===== config.mk =====
export PLATFORM = sky130hd
export DESIGN_NAME = overload_frame_tx
export DESIGN_NICKNAME = d
export VERILOG_FILES = /design/src/rtl/overload_frame_tx.sv
export SDC_FILE = /design/constraint.sdc
export NUM_CORES = 1
export LEC_CHECK = 0
export ABC_AREA = 1
export BUFFER_PORTS_ARGS = -buffer_cell sky130_fd_sc_hd__buf_2
export CORE_MARGIN = 2
export CORE_UTILIZATION = 55
export DETAILED_ROUTE_END_ITERATION = 8
export PLACE_DENSITY = 0.75
export SETUP_SLACK_MARGIN = 0.1
export SYNTH_ARGS = -nofsm -noshare
export SYNTH_HDL_FRONTEND = slang
export SYNTH_SLANG_ARGS = --single-unit

===== constraint.sdc =====
create_clock -name clock -period 2.7 [get_ports clock]
set_input_delay 0.54 -clock clock [delete_from_list [all_inputs] [get_ports clock]]
set_output_delay 0.54 -clock clock [all_outputs]
set_load 0.01 [all_outputs]

===== src/rtl/overload_frame_tx.sv =====
// CAN overload frame transmitter: drives the overload flag and delimiter on canTX in step
// with bit timing, monitors canRX for bit errors, and reports completion to the IFS detector.
module overload_frame_tx #(
  parameter int unsigned FlagBits     = 6,
  parameter int unsigned DelimBits    = 8,
  parameter int unsigned MaxSuperpos  = 7,
  parameter int unsigned MaxOverloads = 2
) (
  input  logic clock,
  input  logic reset,
  input  logic bitStart,
  input  logic samplePoint,
  input  logic canRX,
  input  logic frameReady,
  input  logic isOverload,
  output logic canTX,
  output logic busy,
  output logic endOverload,
  output logic overloadDenied,
  output logic txError
);

  localparam int unsigned BitW   = $clog2(FlagBits + 1);
  localparam int unsigned DomW   = $clog2(MaxSuperpos + 1);
  localparam int unsigned DelimW = $clog2(DelimBits + 1);

  localparam logic [BitW-1:0]   FlagLast  = BitW'(FlagBits);
  localparam logic [DomW-1:0]   DomLimit  = DomW'(MaxSuperpos);
  localparam logic [DelimW-1:0] DelimLast = DelimW'(DelimBits);
  localparam logic [DelimW-1:0] DelimPrev = DelimW'(DelimBits - 1);
  localparam logic [1:0]        OvlMax    = 2'(MaxOverloads);

  typedef enum logic [2:0] {
    StIdle, StArmed, StFlag, StDelimWait, StDelim, StDone
  } state_e;

  state_e              state_q, state_d;
  logic                tx_q, tx_d;
  logic [BitW-1:0]     bit_cnt_q, bit_cnt_d;
  logic [DomW-1:0]     dom_cnt_q, dom_cnt_d;
  logic [DelimW-1:0]   delim_cnt_q, delim_cnt_d;
  logic [1:0]          ovl_cnt_q, ovl_cnt_d;
  logic                deny_q, deny_d;
  logic                err_q, err_d;
  logic                den_q, den_d;
  logic                ovl_inc;
  logic                grant_ok;

  assign grant_ok = (ovl_cnt_q < OvlMax);

  always_comb begin
    state_d     = state_q;
    tx_d        = tx_q;
    bit_cnt_d   = bit_cnt_q;
    dom_cnt_d   = dom_cnt_q;
    delim_cnt_d = delim_cnt_q;
    err_d       = 1'b0;
    den_d       = 1'b0;
    ovl_inc     = 1'b0;
    // A denied request stays ignored until the detector drops it.
    deny_d      = deny_q & isOverload;

    // Bit-start actions first; the sample point then sees the resulting state.
    unique case (state_q)
      StIdle: begin
        if (isOverload && !deny_q) begin
          if (grant_ok) begin
            state_d = StArmed;
            ovl_inc = 1'b1;
          end else begin
            den_d  = 1'b1;
            deny_d = 1'b1;
          end
        end
      end
      StArmed: begin
        if (bitStart) begin
          tx_d      = 1'b0;
          bit_cnt_d = BitW'(1);
          state_d   = StFlag;
        end
      end
      StFlag: begin
        if (bitStart) begin
          if (bit_cnt_q < FlagLast) begin
            bit_cnt_d = bit_cnt_q + BitW'(1);
            tx_d      = 1'b0;
          end else begin
            tx_d      = 1'b1;
            dom_cnt_d = '0;
            state_d   = StDelimWait;
          end
        end
      end
      StDone:  state_d = StIdle;
      default: ;
    endcase

    if (samplePoint) begin
      unique case (state_d)
        StFlag: begin
          if (canRX) begin
            err_d   = 1'b1;
            tx_d    = 1'b1;
            state_d = StIdle;
          end
        end
        StDelimWait: begin
          if (canRX) begin
            delim_cnt_d = DelimW'(1);
            state_d     = StDelim;
          end else begin
            dom_cnt_d = dom_cnt_d + DomW'(1);
            if (dom_cnt_d == DomLimit) begin
              err_d   = 1'b1;
              state_d = StIdle;
            end
          end
        end
        StDelim: begin
          if (canRX) begin
            delim_cnt_d = delim_cnt_d + DelimW'(1);
            if (delim_cnt_d == DelimLast) state_d = StDone;
          end else if (delim_cnt_d == DelimPrev) begin
            // Dominant on the last delimiter bit is another overload condition.
            if (grant_ok) begin
              state_d = StArmed;
              ovl_inc = 1'b1;
            end else begin
              den_d   = 1'b1;
              state_d = StIdle;
            end
          end else begin
            err_d   = 1'b1;
            state_d = StIdle;
          end
        end
        default: ;
      endcase
    end

    if (!frameReady) begin
      ovl_cnt_d = '0;
    end else if (ovl_inc && ovl_cnt_q != 2'b11) begin
      ovl_cnt_d = ovl_cnt_q + 2'd1;
    end else begin
      ovl_cnt_d = ovl_cnt_q;
    end
  end

  always_ff @(posedge clock) begin
    if (reset) begin
      state_q     <= StIdle;
      tx_q        <= 1'b1;
      bit_cnt_q   <= '0;
      dom_cnt_q   <= '0;
      delim_cnt_q <= '0;
      ovl_cnt_q   <= '0;
      deny_q      <= 1'b0;
      err_q       <= 1'b0;
      den_q       <= 1'b0;
    end else begin
      state_q     <= state_d;
      tx_q        <= tx_d;
      bit_cnt_q   <= bit_cnt_d;
      dom_cnt_q   <= dom_cnt_d;
      delim_cnt_q <= delim_cnt_d;
      ovl_cnt_q   <= ovl_cnt_d;
      deny_q      <= deny_d;
      err_q       <= err_d;
      den_q       <= den_d;
    end
  end

  assign canTX          = tx_q;
  assign busy           = (state_q != StIdle);
  assign endOverload    = (state_q == StDone);
  assign overloadDenied = den_q;
  assign txError        = err_q;

endmodule

==> results.yml <==
layout:
  final_cells: 206
  syn_to_final_growth_pct: 9.70
  finalNetCount: 192
  layout-drive-gt1-share_pct: 21.8
  n_antenna_cell: 0
pwr:
  p_seq_share_pct: 44.8
  combPwrFrac_pct: 34.8
  max-vdd-ir-drop_mv: 0.332
  p_int_w: 0.000448
  power.leakage_nw: 0.586
  p_switching_w: 0.000282
  power.total_w: 0.000730
  switching_share_pct: 38.6
  p_clk_share_pct: 20.4
  p_per_area_nw_per_um2: 573
flow_run:
  max_cap_violations: 0
placement:
  dp_slack_ns: 0.587
  io_buffers: 11
  dp.cells: 202
  dp_hpwl_um: 1770
  place_congestion: 0.837
sta:
  final.setup.tns_ns: 0
  clock_skew_ns: 0.0106
  hold_violations: 0
  setup_viol: 0
  rsz0062_at_grt: "false"
  fin_ws_ns: 0.798
  slew_viol_final: 0
  worst_pin_slew_ns: 0.454
  max_slew_margin_pct: 69.7
  layout_min_cycle_time_ns: 1.90
  finalCritPeriodShare_pct: 70.5
  fmaxAchievable_ghz: 0.526
worst_setup_path:
  start_kind: "flip-flop"
  reg2reg_from: "state_q[0]$_SDFF_PP0_"
  worstPathMaxFanout: 6
  arrival_ns: 2.16
  rrSetupSlack_ns: 0.80
  setup.worst_path.end_class: "flip-flop"
  reg2reg_depth: 13
  startpoint: "state_q[0]$_SDFF_PP0_"
  crit_required_ns: 2.96
  crit_type: "flip-flop to flip-flop"
  r2r_end: "state_q[0]$_SDFF_PP0_"
global_routing:
  grtUsageTotal_pct: 19.9
  grt_pass1_vias: 924
  gr-total-overflow: 0
  grt_max_degree: 12
  grt_pass1_wl_um: 3770
  antenna_found_initial: 0
clock_network:
  cts_inserted_buffers: 3
  clkSlewWorstSetupHoldPaths_ns: 0.12
  clockBufferDepth: 2
  clock-root-buffer: "clkbuf_4"
  clock_sinks: 19
  clock_latency_ns: 0.31
  post_cts_buffers: 0
  cts_tree: "yes"
  hold_buffers: 0
  cts-htree-levels: 1
  cts-resized-gates: 0
outcome:
  run_status: "completed"
yosys:
  ys_seq_elements: 19
  postSynthCellCount: 165
  ys_dominant_reg_cell: "dfxtp_1"
  synth.most_common_cell: "nand2_1"
  ys_seq_area_share_pct: 32.8
  netlist_top_cells_count: "36 x nand2_1, 22 x inv_1, 19 x dfxtp_1"
  syn_area_per_cell_sq_um: 7.04
  syn_area_sq_um: 1160
  syn-num-nets: 177
  yosysWarningCount: 0
  synthMuxAreaShare_pct: 0
  synth_simple_gate_area_share_pct: 38.0
  synth_area_leaders: "dfxtp_1 33%, nand2_1 12%, inv_1 7.1%"
  synth_fa_ha_area_share_pct: 5.39
  synth_top_family_by_area: "simple AND/OR/NAND/NOR gates"
  synth_xor_area_share_pct: 0.754
  synth_edf_count: 0
  async_reset_ff_share_pct: 0
  synthDistinctLibCells: 29
  yosys.area.top_type: "dfxtp_1"
  synth_compound_area_share_pct: 14.3
  synthDominantCellAreaShare_pct: 32.8
routing:
  drtAntennaViolNets: 0
  drt-wirelength-per-cell_um: 10.9
  routed_wl_um: 2250
  viasPerCell: 5.23
  drc_errors: 0
  drt-initial-drc-count: 32
  vias: 1078
  firstDrtPassIters: 4
min_path:
  hp-class: "input pin to flip-flop"
  hold_start: "isOverload"
  whs_endpoint: "deny_q$_SDFF_PP0_"
  whs_path_depth: 3
die:
  fp.dieH_um: 49.9
  coreArea_sq_um: 1980
  dieArea_sq_um: 2490
  die_w_um: 49.9
  std_cell_rows: 16
  start_util_pct: 58.6
  ios: 12
==> final cells by class <==
type | count | area [sq um]
fill | 176 | 708
multi-input combinational | 119 | 679
sequential | 19 | 380
inverter | 26 | 97.6
timing repair buffer | 11 | 55.1
tap | 27 | 33.8
clock buffer | 3 | 22.5
clock inverter | 1 | 5.00
==> worst max-delay path: stages, from the launching register on <==
cell and delay [ns]:
dfxtp_1 0.41, nor2_4 0.16, nand2_4 0.08, nor2_4 0.13
inv_1 0.07, nand2_1 0.08, inv_1 0.06, ha_1 0.20
or2_1 0.25, nand3_2 0.07, nand2_1 0.08, nand3_1 0.07
nand2_1 0.07, a21oi_2 0.11
==> per-layer routing <==
| metal | up-vias | wire, um | global-route usage [%] | share of wire, % |
|---|---|---|---|---|
| li1 | 564 | - | - | - |
| met1 | 487 | 1070 | 25.7 | 48 |
| met2 | 22 | 1040 | 31.8 | 46 |
| met3 | 5 | 96 | 3.64 | 4.3 |
| met4 | 0 | 37 | 9.72 | 1.6 |
| met5 | - | 0 | 0 | 0 |
==> placed cells by master, fill, tap and decap left out, types with 2 or more instances in the layout <==
master     n
ha_1       5
a21oi_2    2
dfxtp_1   19
nand3_2    3
nand2_4    2
nor2_2     3
nand4_1    2
nand2_2    3
nor2_4     3
buf_2     11
o21ai_0    2
inv_1     22
nand3_1   12
a21oi_1   16
o21ai_1    3
clkbuf_4   3
inv_2      4
nand2_1   36
nor2_1    16
==> cell families after synthesis <==
| family | count (synthesis) |
|---|---|
| simple gates | 85 |
| compound gates | 28 |
| buf+inv | 27 |
| flops | 19 |
| fa+ha+maj | 5 |
| xor+xnor | 1 |
==> sequential cells by signal, indices dropped and copies added (netlist names) <==
| signal | flops |
|---|---|
| delim_cnt_q | 4 |
| deny_q | 1 |
| txError | 1 |
| bit_cnt_q | 3 |
| dom_cnt_q | 3 |
| ovl_cnt_q | 2 |
| state_q | 3 |
| overloadDenied | 1 |
| canTX | 1 |
==> stage by stage <==
stage	hold slack (ns)	utilization (%)	instance area, sq um
after floorplan	0.447	-	1160
final	0.462	64.3	1270
after CTS	0.453	64.3	1270
after global placement	0.463	62.9	1250
after global routing	0.466	64.3	1270
after detailed placement	0.477	62.9	1250
==> power groups by stage <==
stage                     Combinational (W)  Clock [W]  Sequential, W
after floorplan                    0.000201          0       0.000332
after global placement             0.000250          0       0.000333
after detailed placement           0.000255          0       0.000334
after CTS                          0.000256   0.000155       0.000327
after global routing               0.000288   0.000165       0.000331
final                              0.000254   0.000149       0.000327
==> worst max-delay path by stage <==
| stage | to | depth (start not counted) |
|---|---|---|
| floorplan | state_q[0]$_SDFF_PP0_ | 12 |
| global placement | state_q[0]$_SDFF_PP0_ | 13 |
| detailed placement | state_q[0]$_SDFF_PP0_ | 13 |
| CTS | state_q[0]$_SDFF_PP0_ | 13 |
| global route | state_q[0]$_SDFF_PP0_ | 13 |
| finish | state_q[0]$_SDFF_PP0_ | 13 |
(Power assumes the default switching activity.)
